==> src/rtl/event_recorder_pkg.sv <==
// Shared types and constants for the event recorder.
// The optional drop counter (EVENT_RECORDER_DROP_CNT_EN) uses DROP_CNT_W and sat_inc.
package event_recorder_pkg;

   localparam int N_EV_DEF   = 8;
   localparam int TS_W_DEF   = 16;
   localparam int DROP_CNT_W = 16;

   typedef struct packed {
      logic [N_EV_DEF-1:0] mask;
      logic [TS_W_DEF-1:0] ts;
   } ev_rec_t;

   // Counter increment that holds at all-ones instead of wrapping
   function automatic logic [DROP_CNT_W-1:0] sat_inc(input logic [DROP_CNT_W-1:0] v);
      return (&v) ? v : v + 1'b1;
   endfunction

endpackage

==> src/rtl/event_recorder_fifo.sv <==
// Generic synchronous FIFO with extra wrap bit on each pointer for full/empty.
// Head data is read straight from storage and forced to zero while empty.
module event_recorder_fifo #(
   parameter int W     = 24,
   parameter int DEPTH = 8
) (
   input  logic         clk,
   input  logic         rst,
   input  logic         push_i,
   input  logic [W-1:0] data_i,
   input  logic         pop_i,
   output logic [W-1:0] head_o,
   output logic         full_o,
   output logic         empty_o
);

   localparam int PW = $clog2(DEPTH);

   logic [PW:0]  wrPtr_q, wrPtr_d;
   logic [PW:0]  rdPtr_q, rdPtr_d;
   logic [W-1:0] mem_q [DEPTH];
   logic         pushEn;
   logic         popEn;

   assign empty_o = (wrPtr_q == rdPtr_q);
   assign full_o  = (wrPtr_q[PW] != rdPtr_q[PW]) && (wrPtr_q[PW-1:0] == rdPtr_q[PW-1:0]);

   // A pop frees the slot in the same edge, so a full FIFO still accepts a push
   assign popEn  = pop_i & ~empty_o;
   assign pushEn = push_i & (~full_o | popEn);

   assign head_o = empty_o ? '0 : mem_q[rdPtr_q[PW-1:0]];

   always_comb begin
      wrPtr_d = wrPtr_q;
      rdPtr_d = rdPtr_q;
      if (pushEn) wrPtr_d = wrPtr_q + 1'b1;
      if (popEn)  rdPtr_d = rdPtr_q + 1'b1;
   end

   always_ff @(posedge clk or posedge rst) begin
      if (rst) begin
         wrPtr_q <= '0;
         rdPtr_q <= '0;
      end else begin
         wrPtr_q <= wrPtr_d;
         rdPtr_q <= rdPtr_d;
      end
   end

   always_ff @(posedge clk) begin
      if (pushEn) mem_q[wrPtr_q[PW-1:0]] <= data_i;
   end

endmodule

==> src/rtl/event_recorder.sv <==
// Event recorder: sticky/one-cycle event views plus a time-stamped record FIFO.
// Optional EVENT_RECORDER_DROP_CNT_EN adds a saturating drop counter output.
module event_recorder
   import event_recorder_pkg::*;
#(
   parameter int N_EV  = 8,
   parameter int TS_W  = 16,
   parameter int DEPTH = 8
) (
   input  logic            clk,
   input  logic            rst,
   input  logic [N_EV-1:0] ev_i,
   input  logic [N_EV-1:0] clr_i,
   output logic [N_EV-1:0] last_o,
   output logic [N_EV-1:0] trig_o,
   output logic            rd_valid_o,
   input  logic            rd_ready_i,
   output logic [N_EV-1:0] rd_mask_o,
   output logic [TS_W-1:0] rd_ts_o,
   output logic            ovf_o
`ifdef EVENT_RECORDER_DROP_CNT_EN
   ,
   output logic [DROP_CNT_W-1:0] drop_cnt_o
`endif
);

   localparam int RW = N_EV + TS_W;

   logic [TS_W-1:0] ts_q, ts_d;
   logic [N_EV-1:0] last_q, last_d;
   logic [N_EV-1:0] trig_q;
   logic            ovf_q, ovf_d;
   logic            push;
   logic            pop;
   logic            drop;
   logic            full;
   logic            empty;
   logic [RW-1:0]   head;

   assign push = |ev_i;
   assign pop  = rd_ready_i & ~empty;
   assign drop = push & full & ~pop;

   event_recorder_fifo #(
      .W     (RW),
      .DEPTH (DEPTH)
   ) u_fifo (
      .clk     (clk),
      .rst     (rst),
      .push_i  (push),
      .data_i  ({ev_i, ts_q}),
      .pop_i   (rd_ready_i),
      .head_o  (head),
      .full_o  (full),
      .empty_o (empty)
   );

   assign rd_valid_o = ~empty;
   assign rd_mask_o  = head[TS_W +: N_EV];
   assign rd_ts_o    = head[TS_W-1:0];
   assign last_o     = last_q;
   assign trig_o     = trig_q;
   assign ovf_o      = ovf_q;

   // Set has priority over clear so an event in a clearing cycle is never lost
   always_comb begin
      ts_d   = ts_q + 1'b1;
      last_d = (last_q & ~clr_i) | ev_i;
      ovf_d  = ovf_q | drop;
   end

   always_ff @(posedge clk or posedge rst) begin
      if (rst) begin
         ts_q   <= '0;
         last_q <= '0;
         trig_q <= '0;
         ovf_q  <= 1'b0;
      end else begin
         ts_q   <= ts_d;
         last_q <= last_d;
         trig_q <= ev_i;
         ovf_q  <= ovf_d;
      end
   end

`ifdef EVENT_RECORDER_DROP_CNT_EN
   logic [DROP_CNT_W-1:0] dropCnt_q, dropCnt_d;

   always_comb begin
      dropCnt_d = drop ? sat_inc(dropCnt_q) : dropCnt_q;
   end

   always_ff @(posedge clk or posedge rst) begin
      if (rst) dropCnt_q <= '0;
      else     dropCnt_q <= dropCnt_d;
   end

   assign drop_cnt_o = dropCnt_q;
`endif

endmodule

==> config.mk <==
export PLATFORM = sky130hd
export DESIGN_NAME = event_recorder
export DESIGN_NICKNAME = d
export VERILOG_FILES = /design/src/rtl/event_recorder_pkg.sv /design/src/rtl/event_recorder_fifo.sv /design/src/rtl/event_recorder.sv
export SDC_FILE = /design/constraint.sdc
export NUM_CORES = 1
export LEC_CHECK = 0
export CAP_MARGIN = 10
export CORE_ASPECT_RATIO = 1.75
export CORE_MARGIN = 3
export CORE_UTILIZATION = 35
export CTS_CLUSTER_DIAMETER = 200
export DETAILED_ROUTE_END_ITERATION = 12
export MAX_ROUTING_LAYER = met4
export PLACE_DENSITY_LB_ADDON = 0.2
export SYNTH_ARGS = -nofsm -noshare
export SYNTH_HDL_FRONTEND = slang
export SYNTH_SLANG_ARGS = --single-unit
==> constraint.sdc <==
create_clock -name clk -period 3.6 [get_ports clk]
set_input_delay 0.9 -clock clk [delete_from_list [all_inputs] [get_ports clk]]
set_output_delay 0.9 -clock clk [all_outputs]
set_load 0.03 [all_outputs]
==> flow_metrics.py <==
metrics = {
    "run_status": {
        "status": "completed",
    },
    "yosys": {
        "synth_nets": 471,
        "ys_types": 31,
        "syn_inst": 449,
        "syn_area_mm2": 0.009140,
        "yosysTopAreaCell": "edfxtp_1",
        "yosysTopAreaCellShare_pct": 63.08,
        "yosys_warnings": 0,
        "yosysSeqAreaShare_pct": 74.31,
        "ys_ff_latch": 233,
        "synth.area.top_cells": "edfxtp_1, dfrtp_1, mux4_2",
        "postSynthAreaPerCell_um2": 20.36,
    },
    "routing": {
        "wl_per_cell_um": 20.87,
        "postRouteAntennaNets": 0,
        "routed_wl_mm": 18.43,
        "drc_errors": 0,
        "num_vias": 4399,
        "drt-pass1-iter-count": 4,
        "drtIter0Drc": 261,
        "routed_via_density": 4.982,
    },
    "cts": {
        "ctsHoldBuffers": 0,
        "clock_sinks": 233,
        "cts_buffer_depth": 3,
        "cts_root_buffer": "clkbuf_16",
        "htreeDepth": 1,
        "clk_pin_slew_ps": 60,
        "cts_tree": "done",
        "insertion_delay_ps": 510,
        "cts_made_buffers": 23,
    },
    "die": {
        "ioPinCount": 61,
        "initial_core_util_pct": 35.80,
        "fp-row-count": 77,
        "dieArea_mm2": 0.02817,
        "die_h_um": 219.8,
        "die_x_um": 128.2,
        "coreArea_mm2": 0.02553,
    },
    "placement": {
        "gp_congestion": 0.7186,
        "dp.cells": 841,
        "place_hpwl_mm": 11.66,
        "port_buffers": 60,
        "pre_cts_slack_ps": 39.55,
        "post_dp_cell_area_mm2": 0.01029,
    },
    "worst_setup_path": {
        "reg2reg_setup_slack_ps": 1520,
        "cp-end-kind": "output port",
        "critPathLaunchType": "register",
        "crit_arrival_ps": 2530,
        "worst-setup-path-type": "register to output port",
        "cp_max_fo": 14,
        "timing.rr.start": "u_fifo.rdPtr_q[0]$_DFFE_PP0P_",
        "r2r_cells": 6,
        "timing.rr.end": "u_fifo.mem_q[6][1]$_DFFE_PP_",
        "required_ps": 2700,
    },
    "grt": {
        "grt.total_usage_pct": 13.93,
        "grt_pass1_wl_mm": 28.50,
        "grt_pass1_vias": 4799,
        "antenna_found_initial": 0,
        "grt_overflow": 0,
        "grt_start_max_net_pins": 27,
    },
    "worst_hold_path": {
        "hold_path_end": "last_o[6]$_DFF_PP0_",
        "worstHoldStart": "last_o[6]$_DFF_PP0_",
        "whs_path_depth": 1,
        "hp-class": "register to register",
    },
    "sta": {
        "finalSetupViolations": 0,
        "hold_viol_final": 0,
        "max-slew-margin-rel_pct": 51.27,
        "post-route-min-period_ps": 3428,
        "rsz0062_at_grt": "no",
        "setup_slack_ps": 171.9,
        "tns_ps": 0,
        "tightest_slew_ps": 724.2,
        "finalClockSkew_ps": 11.77,
        "fin_hold_ws_ps": 470.3,
        "max_freq_mhz": 291.7,
        "min_period_over_period_pct": 95.23,
        "slew_violations": 0,
    },
    "finish": {
        "fillers": 2178,
        "final_cell_mix": "edfxtp_1, buf_4, clkdlybuf4s50_1",
        "fin_util_pct": 43.32,
        "layout-drive-gt1-share_pct": 23.81,
        "mostFrequentLayoutCell": "edfxtp_1",
        "fin_nets": 573,
        "fin_cells": 883,
        "design_area_mm2": 0.01106,
        "multi_input_area_mm2": 0.002183,
        "seqCellArea_mm2": 0.006794,
        "syn_to_final_growth_pct": 21.01,
        "antenna_cells": 0,
    },
    "power": {
        "p_per_area_mw_per_mm2": 888.2,
        "leakagePower_nw": 4.099,
        "irDropWorstVdd_mv": 0.4303,
        "p_total_mw": 9.825,
    },
    "job": {
        "maxCapViolCount": 0,
    },
}
## flip-flops by register name (all words and copies together), names as in the netlist
signal          flops
last_o              8
u_fifo.wrPtr_q      4
u_fifo.rdPtr_q      4
ovf_o               1
trig_o              8
ts_q               16
u_fifo.mem_q      192
## per-layer routing
metal  share of wire, %  global-route usage (%)
met1                 39                   15.72
met2                 55                   25.05
met3                3.2                   1.722
met4                2.4                   5.312
met5                  0                       -
## worst max-delay path by stage
stage / slack [ps] / cells after the start / from / endpoint
2_1_floorplan: 230 / 3 / rd_ready_i / u_fifo.mem_q[4][0]$_DFFE_PP_
3_3_place_gp: 40 / 6 / ev_i[7] / u_fifo.mem_q[6][0]$_DFFE_PP_
3_5_place_dp: 40 / 6 / ev_i[7] / u_fifo.mem_q[6][1]$_DFFE_PP_
4_1_cts: 100 / 5 / u_fifo.rdPtr_q[0]$_DFFE_PP0P_ / rd_ts_o[15]
5_1_grt: 40 / 6 / u_fifo.rdPtr_q[0]$_DFFE_PP0P_ / rd_ts_o[8]
6_report: 170 / 6 / u_fifo.rdPtr_q[0]$_DFFE_PP0P_ / rd_ts_o[8]
## cells in the mapped netlist, drive strengths merged
master and instances:
a21o 9, and3 3, and4b 1, buf 21, dfrtp 41, edfxtp 192
ha 3, inv 12, mux2 2, mux2i 24, mux4 48, nand2 9
nand2b 3, nand3 9, nand4 1, nor2 31, nor3 6, nor4 5
o211ai 3, o21ai 2, xnor2 14, xor2 10
## critical path: stages, from the launching register on
cell,delay (ps)
dfrtp_2,460
buf_12,180
xnor2_2,150
and4b_1,220
buf_4,180
nor2_1,130
clkdlybuf4s50_1,690
## timing repair
item                       4_1_cts  5_1_grt
setup endpoints to repair       10        2
setup buffers                    1        0
gates resized for setup          1        2
## layout make-up
cell class              count  share of cell area, %
multi-input cells         183                  19.74
well taps                 316                  3.575
inverters                  12                 0.4072
clock inverters            11                  1.029
repair buffers             98                  8.111
flip-flops and latches    233                  61.43
clock buffers              30                  5.713
## power by group
part           internal, mW  switching [mW]
Combinational          1.57            2.11
Sequential             3.59           0.205
Clock                  1.39           0.965
Total                  6.54            3.28
## cells by family (layout without fill, tap and decap cells)
logic type | count (synthesis) | in the layout | synth area share, %
AND/OR/NAND/NOR | 68 | 68 | 3.669
AO/OA/AOI/OAI | 14 | 14 | 1.259
XOR/XNOR | 24 | 24 | 2.546
buffers and inverters | 33 | 151 | 2.245
multiplexers | 74 | 74 | 15.56
flip-flops | 233 | 233 | 74.31
adder cells (fa/ha/maj) | 3 | 3 | 0.4107
Note: power is estimated with default switching activity, not from simulation.
